===== src/rtl/lock_password_multi_pkg.sv =====
// lock_password_multi_pkg: shared state encoding and counter-width helper for the password lock
package lock_password_multi_pkg;
  typedef enum logic [2:0] {S_IDLE, S_OPEN, S_PROG, S_ERR, S_LOCK} state_t;
  function automatic int cnt_w(input int n);
    return (n < 1) ? 1 : $clog2(n + 1);
  endfunction
endpackage


===== src/rtl/lock_password_multi_if.sv =====
// lock_password_multi_if: button, code and indicator signals of the password lock
interface lock_password_multi_if #(parameter int DW = 4);
  logic enter_n;
  logic press_n;
  logic mode;
  logic [DW-1:0] code;
  logic open;
  logic error;
  logic locked;
  logic [3:0] dcount;
  modport master (output enter_n, press_n, mode, code, input open, error, locked, dcount);
  modport slave (input enter_n, press_n, mode, code, output open, error, locked, dcount);
endinterface


===== src/rtl/lock_password_multi_key_cond.sv =====
// lock_key_cond: synchronises and debounces one active-low button, pulsing once per accepted press
module lock_key_cond
  import lock_password_multi_pkg::*;
#(
  parameter int DEBOUNCE_CYCLES = 500000
) (
  input  logic clk,
  input  logic rst_n,
  input  logic key_n,
  output logic pulse
);
  localparam int CW = cnt_w(DEBOUNCE_CYCLES);
  localparam logic [CW-1:0] C_LAST = CW'(DEBOUNCE_CYCLES - 1);
  logic s1, s2, level, hit;
  logic [CW-1:0] cnt;
  // a new level is accepted after it differed from the held level for DEBOUNCE_CYCLES samples
  assign hit = (s2 != level) && (cnt == C_LAST);
  assign pulse = hit && !s2;
  always_ff @(posedge clk or negedge rst_n)
    if (!rst_n) begin
      s1 <= 1'b1;
      s2 <= 1'b1;
      level <= 1'b1;
      cnt <= '0;
    end else begin
      s1 <= key_n;
      s2 <= s1;
      cnt <= (s2 == level || hit) ? '0 : cnt + CW'(1);
      level <= hit ? s2 : level;
    end
endmodule


===== src/rtl/lock_password_multi.sv =====
// lock_password_multi: multi-digit password lock with re-programming, timed open/error and lockout
module lock_password_multi
  import lock_password_multi_pkg::*;
#(
  parameter int DIGITS = 4,
  parameter int DW = 4,
  parameter logic [DIGITS*DW-1:0] DEFAULT_PW = 16'h1234,
  parameter int OPEN_CYCLES = 50000000,
  parameter int ERROR_CYCLES = 25000000,
  parameter int MAX_FAIL = 3,
  parameter int LOCKOUT_CYCLES = 500000000,
  parameter int DEBOUNCE_CYCLES = 500000
) (
  input logic clk,
  input logic rst_n,
  lock_password_multi_if.slave bus
);
  localparam int PW = DIGITS * DW;
  localparam int TW = cnt_w(LOCKOUT_CYCLES);
  localparam int FW = cnt_w(MAX_FAIL);
  localparam logic [TW-1:0] T_OPEN = TW'(OPEN_CYCLES - 1);
  localparam logic [TW-1:0] T_ERR = TW'(ERROR_CYCLES - 1);
  localparam logic [TW-1:0] T_LOCK = TW'(LOCKOUT_CYCLES - 1);
  localparam logic [TW-1:0] T_ERRN = TW'(ERROR_CYCLES);
  localparam logic [FW-1:0] F_MAX = FW'(MAX_FAIL);
  localparam logic [3:0] D_MAX = 4'(DIGITS);
  state_t state, state_n;
  logic [PW-1:0] dbuf, dbuf_n, pw, pw_n, shifted;
  logic [3:0] dcount, dcount_n;
  logic [FW-1:0] fail, fail_n, fail_inc;
  logic [TW-1:0] timer, timer_n;
  logic perr, perr_n, enter_p, press_p, press_ok, full, match;
  lock_key_cond #(.DEBOUNCE_CYCLES(DEBOUNCE_CYCLES)) u_enter (.clk(clk), .rst_n(rst_n), .key_n(bus.enter_n), .pulse(enter_p));
  lock_key_cond #(.DEBOUNCE_CYCLES(DEBOUNCE_CYCLES)) u_press (.clk(clk), .rst_n(rst_n), .key_n(bus.press_n), .pulse(press_p));
  assign press_ok = press_p && !enter_p;
  assign full = dcount == D_MAX;
  assign match = full && dbuf == pw;
  assign shifted = PW'({dbuf, bus.code});
  assign fail_inc = (fail == F_MAX) ? fail : fail + FW'(1);
  assign bus.dcount = dcount;
  always_comb begin
    state_n = state;
    dbuf_n = dbuf;
    dcount_n = dcount;
    pw_n = pw;
    fail_n = fail;
    perr_n = perr;
    case (state)
      S_IDLE:
        if (enter_p) begin
          dbuf_n = '0;
          dcount_n = '0;
          fail_n = match ? '0 : fail_inc;
          state_n = match ? S_OPEN : (fail_inc == F_MAX ? S_LOCK : S_ERR);
        end else if (press_ok && !full) begin
          dbuf_n = shifted;
          dcount_n = dcount + 4'd1;
        end
      S_OPEN:
        if (press_ok && bus.mode) begin
          dbuf_n = shifted;
          dcount_n = dcount + 4'd1;
          perr_n = 1'b0;
          state_n = S_PROG;
        end else if (timer == T_OPEN) begin
          perr_n = 1'b0;
          state_n = S_IDLE;
        end
      S_PROG:
        if (enter_p) begin
          dbuf_n = '0;
          dcount_n = '0;
          pw_n = full ? dbuf : pw;
          perr_n = !full;
          state_n = S_OPEN;
        end else if (press_ok && !full) begin
          dbuf_n = shifted;
          dcount_n = dcount + 4'd1;
        end
      S_ERR: state_n = (timer == T_ERR) ? S_IDLE : S_ERR;
      S_LOCK:
        if (timer == T_LOCK) begin
          state_n = S_IDLE;
          fail_n = '0;
        end
      default: state_n = S_IDLE;
    endcase
  end
  // one shared timer: cleared on every state entry, idle in IDLE and frozen in PROG
  assign timer_n = (state_n != state || state == S_IDLE || state == S_PROG) ? '0 : timer + TW'(1);
  always_ff @(posedge clk or negedge rst_n)
    if (!rst_n) begin
      state <= S_IDLE;
      dbuf <= '0;
      dcount <= '0;
      pw <= DEFAULT_PW;
      fail <= '0;
      perr <= 1'b0;
      timer <= '0;
      bus.open <= 1'b0;
      bus.error <= 1'b0;
      bus.locked <= 1'b0;
    end else begin
      state <= state_n;
      dbuf <= dbuf_n;
      dcount <= dcount_n;
      pw <= pw_n;
      fail <= fail_n;
      perr <= perr_n;
      timer <= timer_n;
      bus.open <= state_n == S_OPEN || state_n == S_PROG;
      // a short programming attempt flags ERROR for the first ERROR_CYCLES of the following OPEN
      bus.error <= state_n == S_ERR || state_n == S_LOCK || (state_n == S_OPEN && perr_n && timer_n < T_ERRN);
      bus.locked <= state_n == S_LOCK;
    end
endmodule

===== src/flat_wrapper.sv =====
// flat-port wrapper written by rule: the top's interface ports become plain ports
module lock_password_multi_flat import lock_password_multi_pkg::*;
#(
  parameter int DIGITS = 4,
  parameter int DW = 4,
  parameter logic [DIGITS*DW-1:0] DEFAULT_PW = 16'h1234,
  parameter int OPEN_CYCLES = 50000000,
  parameter int ERROR_CYCLES = 25000000,
  parameter int MAX_FAIL = 3,
  parameter int LOCKOUT_CYCLES = 500000000,
  parameter int DEBOUNCE_CYCLES = 500000
)
  (clk, rst_n, bus_enter_n, bus_press_n, bus_mode, bus_code, bus_open, bus_error, bus_locked, bus_dcount);
  lock_password_multi_if #(.DW(DW)) bus_i ();
  input logic clk;
  input logic rst_n;
  input wire logic [$bits(bus_i.enter_n)-1:0] bus_enter_n;
  input wire logic [$bits(bus_i.press_n)-1:0] bus_press_n;
  input wire logic [$bits(bus_i.mode)-1:0] bus_mode;
  input wire logic [$bits(bus_i.code)-1:0] bus_code;
  output wire logic [$bits(bus_i.open)-1:0] bus_open;
  output wire logic [$bits(bus_i.error)-1:0] bus_error;
  output wire logic [$bits(bus_i.locked)-1:0] bus_locked;
  output wire logic [$bits(bus_i.dcount)-1:0] bus_dcount;
  assign bus_i.enter_n = bus_enter_n;
  assign bus_i.press_n = bus_press_n;
  assign bus_i.mode = bus_mode;
  assign bus_i.code = bus_code;
  assign bus_open = bus_i.open;
  assign bus_error = bus_i.error;
  assign bus_locked = bus_i.locked;
  assign bus_dcount = bus_i.dcount;
  lock_password_multi #(.DIGITS(DIGITS), .DW(DW), .DEFAULT_PW(DEFAULT_PW), .OPEN_CYCLES(OPEN_CYCLES), .ERROR_CYCLES(ERROR_CYCLES), .MAX_FAIL(MAX_FAIL), .LOCKOUT_CYCLES(LOCKOUT_CYCLES), .DEBOUNCE_CYCLES(DEBOUNCE_CYCLES)) u_core (.clk(clk), .rst_n(rst_n), .bus(bus_i));
endmodule

===== config.mk =====
export PLATFORM = sky130hd
export DESIGN_NAME = lock_password_multi_flat
export DESIGN_NICKNAME = d
export VERILOG_FILES = /design/src/rtl/lock_password_multi_pkg.sv /design/src/rtl/lock_password_multi_if.sv /design/src/rtl/lock_password_multi_key_cond.sv /design/src/rtl/lock_password_multi.sv /design/src/flat_wrapper.sv
export SDC_FILE = /design/constraint.sdc
export NUM_CORES = 1
export LEC_CHECK = 0
export CORE_UTILIZATION = 48
export DETAILED_ROUTE_END_ITERATION = 16
export GPL_TIMING_DRIVEN = 0
export PLACE_DENSITY = 0.68
export SYNTH_ARGS = -nofsm -noshare
export SYNTH_HDL_FRONTEND = slang
export SYNTH_SLANG_ARGS = --single-unit

===== constraint.sdc =====
create_clock -name clk -period 5.4 [get_ports clk]
set_input_delay 0.81 -clock clk [delete_from_list [all_inputs] [get_ports clk]]
set_output_delay 0.81 -clock clk [all_outputs]
set_load 0.005 [all_outputs]

==> After elaboration in Yosys (flattened, before gate mapping) <==
Index checks and enable logic that the tools add are counted.
{ "op_classes": {"add_sub_neg": 5, "order_cmp": 1, "eq_ne": 26, "muxes": 29, "reduce_logical": 28} }
{ "ops": {"columns": ["op", "count"], "rows": [
  ["16-bit 2-to-1 mux", 3],
  ["19-bit by 1-bit adder with 19-bit output, second input constant", 2],
  ["19-bit equality test, second input constant", 2],
  ["19-bit 2-to-1 mux", 2],
  ["16-bit case mux with 2 select lines", 1],
  ["29-bit by 1-bit adder with 29-bit output, second input constant", 1],
  ["29-bit by 25-bit equality test with 1-bit output, second input constant", 1],
  ["29-bit by 26-bit equality test with 1-bit output, second input constant", 1],
  ["29-bit equality test, second input constant", 1],
  ["29-bit by 25-bit < comparator with 1-bit output, second input constant", 1],
  ["29-bit 2-to-1 mux", 1],
  ["3-bit 2-to-1 mux", 7],
  ["16-bit equality test", 1],
  ["3-bit case mux with 5 select lines", 1],
  ["3-bit by 2-bit equality test with 1-bit output, second input constant", 4],
  ["4-bit 2-to-1 mux", 3],
  ["1-bit logical AND", 10],
  ["2-bit 2-to-1 mux", 5],
  ["3-bit AND reduction", 3],
  ["4-bit case mux with 2 select lines", 1],
  ["1-bit logical OR", 7],
  ["3-bit by 1-bit equality test with 1-bit output, second input constant", 2],
  ["3-bit equality test, second input constant", 2],
  ["2-bit by 1-bit inequality test with 1-bit output, second input constant", 3],
  ["other kinds (15)", 24]
]} }
{ "word_totals": {"register_bits": 118, "in_bits": 9, "output_inout_bits": 7, "wordCells": 107} }

==> Depth between registers and ports, before layout <==
{ "logic_depth": {"ltp_word": 15, "depth_mapped": 10, "ltp_nobuf": 10} }

==> By module <==
A second synthesis with hierarchy kept.
{ "hier_totals": {"cells_unflattened": 632, "hier_area_um2": 6258.5} }
{ "modules_own_cells": {"columns": ["module", "n_inst", "cells_per_inst", "area_each_um2", "seq_area_each_um2"], "rows": [
  ["lock_password_multi", 1, 424, 4053.9, 1858.0],
  ["lock_key_cond", 2, 104, 1102.3, 554.3]
]} }

==> Worst setup path after synthesis <==
Ideal clock, no wire load.
{ "synth_timing": {"path_type": "register -> register", "from": "register u_core.timer[9]", "to": "register u_core.fail[0]", "arrival_ns": 2.238, "t_required_ns": 5.275, "path_slack_ns": 3.037, "path_stages_with_launch": 7, "cell_sequence": "dfrtp_1 or4b_1 or4_1 nor3_2 mux2i_1 nor3_2 mux2_2"} }
{ "synth_between": {"elab_chain_cells": 3} }
{ "synth_lines": {"columns": ["item", "line_no", "source"], "rows": [
  ["start: declaration", "lock_password_multi.sv:31", "logic [TW-1:0] timer, timer_n;"],
  ["start signal: assignment", "lock_password_multi.sv:110", "timer <= timer_n;"],
  ["29-bit equality test", "lock_password_multi.sv:82", "if (timer == T_LOCK) begin"],
  ["2-bit by 1-bit inequality test with 1-bit output (no line)", null, null],
  ["3-bit AND reduction (no line)", null, null],
  ["end signal: assignment", "lock_password_multi.sv:108", "fail <= fail_n;"],
  ["end: declaration", "lock_password_multi.sv:30", "logic [FW-1:0] fail, fail_n, fail_inc;"]
]} }
No other way between the ends.
A chain may end at the register's enable or synchronous reset.

==> Worst setup path after layout <==
{ "layout_timing": {"from": "register u_core.timer[6]", "to": "register u_core.bus.error"} }
{ "layout_between": {"elab_chain_cells": 11} }
{ "layout_lines": {"columns": ["item", "line_no", "source"], "rows": [
  ["29-bit by 26-bit equality test with 1-bit output", "lock_password_multi.sv:65", "end else if (timer == T_OPEN) begin"],
  ["3-bit 2-to-1 mux", "lock_password_multi.sv:65", null],
  ["3-bit 2-to-1 mux", "lock_password_multi.sv:60", "if (press_ok && bus.mode) begin"],
  ["3-bit case mux with 5 select lines", "lock_password_multi.sv:48", "case (state)"],
  ["3-bit inequality test", "lock_password_multi.sv:90", "assign timer_n = (state_n != state || state == S_IDLE || state == S_PROG) ? '0 : timer + TW'(1);"],
  ["1-bit logical OR (2 in a row)", "lock_password_multi.sv:90", null],
  ["29-bit 2-to-1 mux", "lock_password_multi.sv:90", null],
  ["29-bit by 25-bit < comparator with 1-bit output", "lock_password_multi.sv:113", "bus.error <= state_n == S_ERR || state_n == S_LOCK || (state_n == S_OPEN && perr_n && timer_n < T_ERRN);"],
  ["1-bit logical AND", "lock_password_multi.sv:113", null],
  ["1-bit logical OR *", "lock_password_multi.sv:113", null],
  ["end signal: assignment", "lock_password_multi.sv:113", null],
  ["end: declaration", "lock_password_multi_if.sv:12", "modport slave (input enter_n, press_n, mode, code, output open, error, locked, dcount);"]
]} }
Mark *: on every way between the ends. The rest lies on a longest branch, timed or not.

==> impl_metrics.ini <==
[status]
outcome = finished clean

[clock_network]
cts_setup_buffers = 0
post_cts_resized = 0
cts.hold.buffers_added = 0
clk_pin_slew_ps = 60
tritoncts = yes
clock_tree_sinks = 118
ctsHtreeMaxLevel = 4
clock_tree.buffer_depth = 2
cts_made_buffers = 17
clock_tree.root_cell = sky130_fd_sc_hd__clkbuf_16
clock_latency_ps = 410

[detailed_routing]
antenna_violating_nets_post_route = 0
wirelength_per_cell_um = 15.3
vias_cell = 5.48
detail_route.wirelength_mm = 12.2
post_route_drc = 0
routed_via_count = 4377
drt-pass1-iter-count = 5
detailedRoute.firstIterationViolations = 261

[power]
intPower_mw = 1.71
worst_ir_drop_vdd_mv = 0.186
static-leakage-power_nw = 3.11
comb_power_share = 0.017
seqPwrFrac = 0.422
power.switching_mw = 0.417
switching_power_as_a_share_of_total_power = 0.196
power.share.clock = 0.561
power-per-cell-area_mw_per_mm2 = 308

[critical_path]
crit_path_cell_trace = clkbuf_1 > nand4_1 > nor2_1 > nand4_1 > o21bai_1 > a32oi_1 > nor4b_1 > and3_1 > a22oi_1
crit_path_end_kind = register
slowest_stage = sky130_fd_sc_hd__nor2_1
largest_delay_share_family_worst_path = simple AND/OR/NAND/NOR gates
worst_path_arrival_time_ps = 3150
crit_required_ps = 5690
cpMostUsedCell = sky130_fd_sc_hd__nand4_1
setup.worst_path.start_class = register
critPathKind = reg2reg
reg2reg_depth = 9
rrSetupSlack_ps = 2540
regToRegEndpoint = u_core.bus.error
critical_path.n_buffers_inverters = 1
crit_path_max_incr_delay_ps = 590
crit_path_max_fanout = 9
timing.rr.start = u_core.timer[6]

[sta]
timing.final.max_slew_violations = 0
finalCriticalPeriod_ps = 2860
timing.final.setup_violations = 0
worst_slew_margin_rel = 0.480
finalWorstSetupSlack_ps = 2540
worst_pin_slew_ps = 774
skew_ps = 8.60
rsz0062_at_grt = false
maxClockFrequency_ghz = 0.349
final-hold-violation-count = 0
tcrit_tclk_final = 0.530

[die]
floorplan.initialDensity = 0.492
placement_rows = 40
core_mm2 = 0.0120
die_w_um = 113
die-height_um = 113
pin_count = 16
floorplan.die_area_mm2 = 0.0127

[global_routing]
grt_max_degree = 92
antenna_violations_before_repair = 0
track_usage = 0.209
via_count_of_the_first_global_routing_pass = 4368
grt_pass1_wl_mm = 20.9
gr-total-overflow = 0

[logic_synthesis]
area_of_the_mapped_netlist_mm2 = 0.00590
synth-async-reset-ratio = 1.00
yosys.cell_types.count = 57
synth-edff-count = 0
netlist_instances = 603
synth_top_flop_cell = sky130_fd_sc_hd__dfrtp_1
synth-warning-count = 0
syn_nets = 617
synth-seq-cells = 118
postSynthAreaPerCell_um2 = 9.79
synth_seq_area_share = 0.502

[min_path]
worstHoldPathType = in2async

[final_layout]
layout.cell_area.non_filler_mm2 = 0.00689
drive_gt1_frac = 0.124
fillerInstances = 1066
antennaDiodeCount = 0
mostFrequentLayoutCell = sky130_fd_sc_hd__dfrtp_1
layout.cells.non_filler = 798
final_nets = 652
layout-area-overhead-vs-synth_pct = 16.7
final_cell_mix = sky130_fd_sc_hd__dfrtp_1, sky130_fd_sc_hd__nor2_1, sky130_fd_sc_hd__nand2_1, sky130_fd_sc_hd__xor2_1, sky130_fd_sc_hd__nand3_1

[placed_design]
routabilityCongestion = 0.898
post-place-cells = 766
post_dp_cell_area_mm2 = 0.00627
place.port_buffers = 15
pre_cts_ws_ps = 2630
hpwlAfterDp_mm = 8.29

[job]
maxCapViolations = 0
[sequential cells by signal, summed over array words and instances, names as in the netlist, 2 cells and up]
register            flops
u_core.timer           29
u_core.u_press.cnt     19
u_core.fail             2
u_core.bus.dcount       4
u_core.state            3
u_core.dbuf            16
u_core.pw              16
u_core.u_enter.cnt     19
[how the worst max path moves through the flow]
| stage | end | slack [ps] | from | cells after the start |
|---|---|---|---|---|
| after global routing | u_core.timer[28] | 2310 | u_core.timer[6] | 8 |
| after global placement | u_core.timer[21] | -950 | rst_n | 1 |
| after floorplan | u_core.fail[0] | 3040 | u_core.timer[9] | 6 |
| after CTS | u_core.bus.error | 2620 | u_core.timer[6] | 9 |
| after detailed placement | u_core.bus.error | 2630 | u_core.timer[0] | 9 |
| final | u_core.bus.error | 2540 | u_core.timer[6] | 9 |
[routing by layer]
metal | track usage | wire length (um) | share of wire | vias up
li1 | - | - | - | 2151
met1 | 0.276 | 5780 | 0.47 | 2132
met2 | 0.330 | 5830 | 0.48 | 77
met3 | 0.0605 | 414 | 0.034 | 17
met4 | 0.0772 | 180 | 0.015 | 0
met5 | 0 | 0 | 0 | -
[cell usage after synthesis (2+ instances only)]
cell type / count / area (um^2)
sky130_fd_sc_hd__nor4b_1: 5 / 43.8
sky130_fd_sc_hd__mux2i_1: 2 / 20.0
sky130_fd_sc_hd__a31oi_1: 3 / 18.8
sky130_fd_sc_hd__dfrtp_1: 107 / 2680
sky130_fd_sc_hd__a21oi_1: 6 / 30.0
sky130_fd_sc_hd__buf_2: 5 / 25.0
sky130_fd_sc_hd__nand4_1: 18 / 113
sky130_fd_sc_hd__inv_1: 13 / 48.8
sky130_fd_sc_hd__ha_1: 5 / 62.6
sky130_fd_sc_hd__o2111ai_1: 2 / 17.5
sky130_fd_sc_hd__clkbuf_1: 12 / 45.0
sky130_fd_sc_hd__or4b_1: 3 / 30.0
sky130_fd_sc_hd__nor2_1: 91 / 342
sky130_fd_sc_hd__a31o_2: 4 / 35.0
sky130_fd_sc_hd__nand2b_1: 5 / 31.3
sky130_fd_sc_hd__and3_1: 11 / 68.8
sky130_fd_sc_hd__nand3b_1: 2 / 15.0
sky130_fd_sc_hd__dfstp_2: 11 / 289
sky130_fd_sc_hd__and2_1: 2 / 12.5
sky130_fd_sc_hd__xor2_1: 49 / 429
sky130_fd_sc_hd__a32oi_1: 2 / 17.5
sky130_fd_sc_hd__mux2_2: 19 / 214
sky130_fd_sc_hd__nor2b_1: 9 / 56.3
sky130_fd_sc_hd__o31a_1: 2 / 17.5
sky130_fd_sc_hd__o211ai_1: 2 / 15.0
sky130_fd_sc_hd__nand2_1: 69 / 259
sky130_fd_sc_hd__o21bai_1: 2 / 15.0
sky130_fd_sc_hd__buf_6: 2 / 22.5
sky130_fd_sc_hd__nor4_1: 11 / 68.8
sky130_fd_sc_hd__or3_1: 5 / 31.3
sky130_fd_sc_hd__nand4b_1: 2 / 17.5
sky130_fd_sc_hd__o21ai_0: 7 / 35.0
sky130_fd_sc_hd__nor3_1: 12 / 60.1
sky130_fd_sc_hd__nand3_1: 46 / 230
sky130_fd_sc_hd__xnor2_1: 31 / 272
sky130_fd_sc_hd__and4_1: 4 / 35.0
sky130_fd_sc_hd__nor3_2: 2 / 20.0
[power groups by stage]
stage	clock, mW	combinational, mW	sequential, mW
after detailed placement	0	0.0386	0.911
after CTS	1.21	0.0391	0.897
after floorplan	0	0.00946	0.910
after global placement	0	0.0353	0.911
final	1.19	0.0372	0.897
after global routing	1.26	0.0435	0.897
[final cells by class]
class	count	area [um^2]	area share
timing repair buffer	16	179	0.0260
tap	147	184	0.0267
multi-input combinational	451	2790	0.404
inverter	13	48.8	0.00708
buffer	21	104	0.0151
clock buffer	23	478	0.0693
sequential	118	2970	0.430
clock inverter	9	148	0.0214
[logic make-up after synthesis]
| logic type | share of synthesized area |
|---|---|
| compound gates | 0.0477 |
| xor+xnor | 0.119 |
| fa+ha+maj | 0.0106 |
| buf+inv | 0.0259 |
| flops | 0.502 |
| mux | 0.0396 |
| simple gates | 0.255 |
[per-stage QoR]
stage	power [mW]	TNS (ps)	utilization	hold WS, ps
4_1_cts	2.15	0	0.574	262
3_3_place_gp	0.947	-100290	0.519	349
2_1_floorplan	0.920	0	-	345
5_1_grt	2.20	0	0.574	267
3_5_place_dp	0.950	0	0.522	350
6_report	2.13	0	0.574	267
No activity file was read; power rests on OpenSTA's default activity.
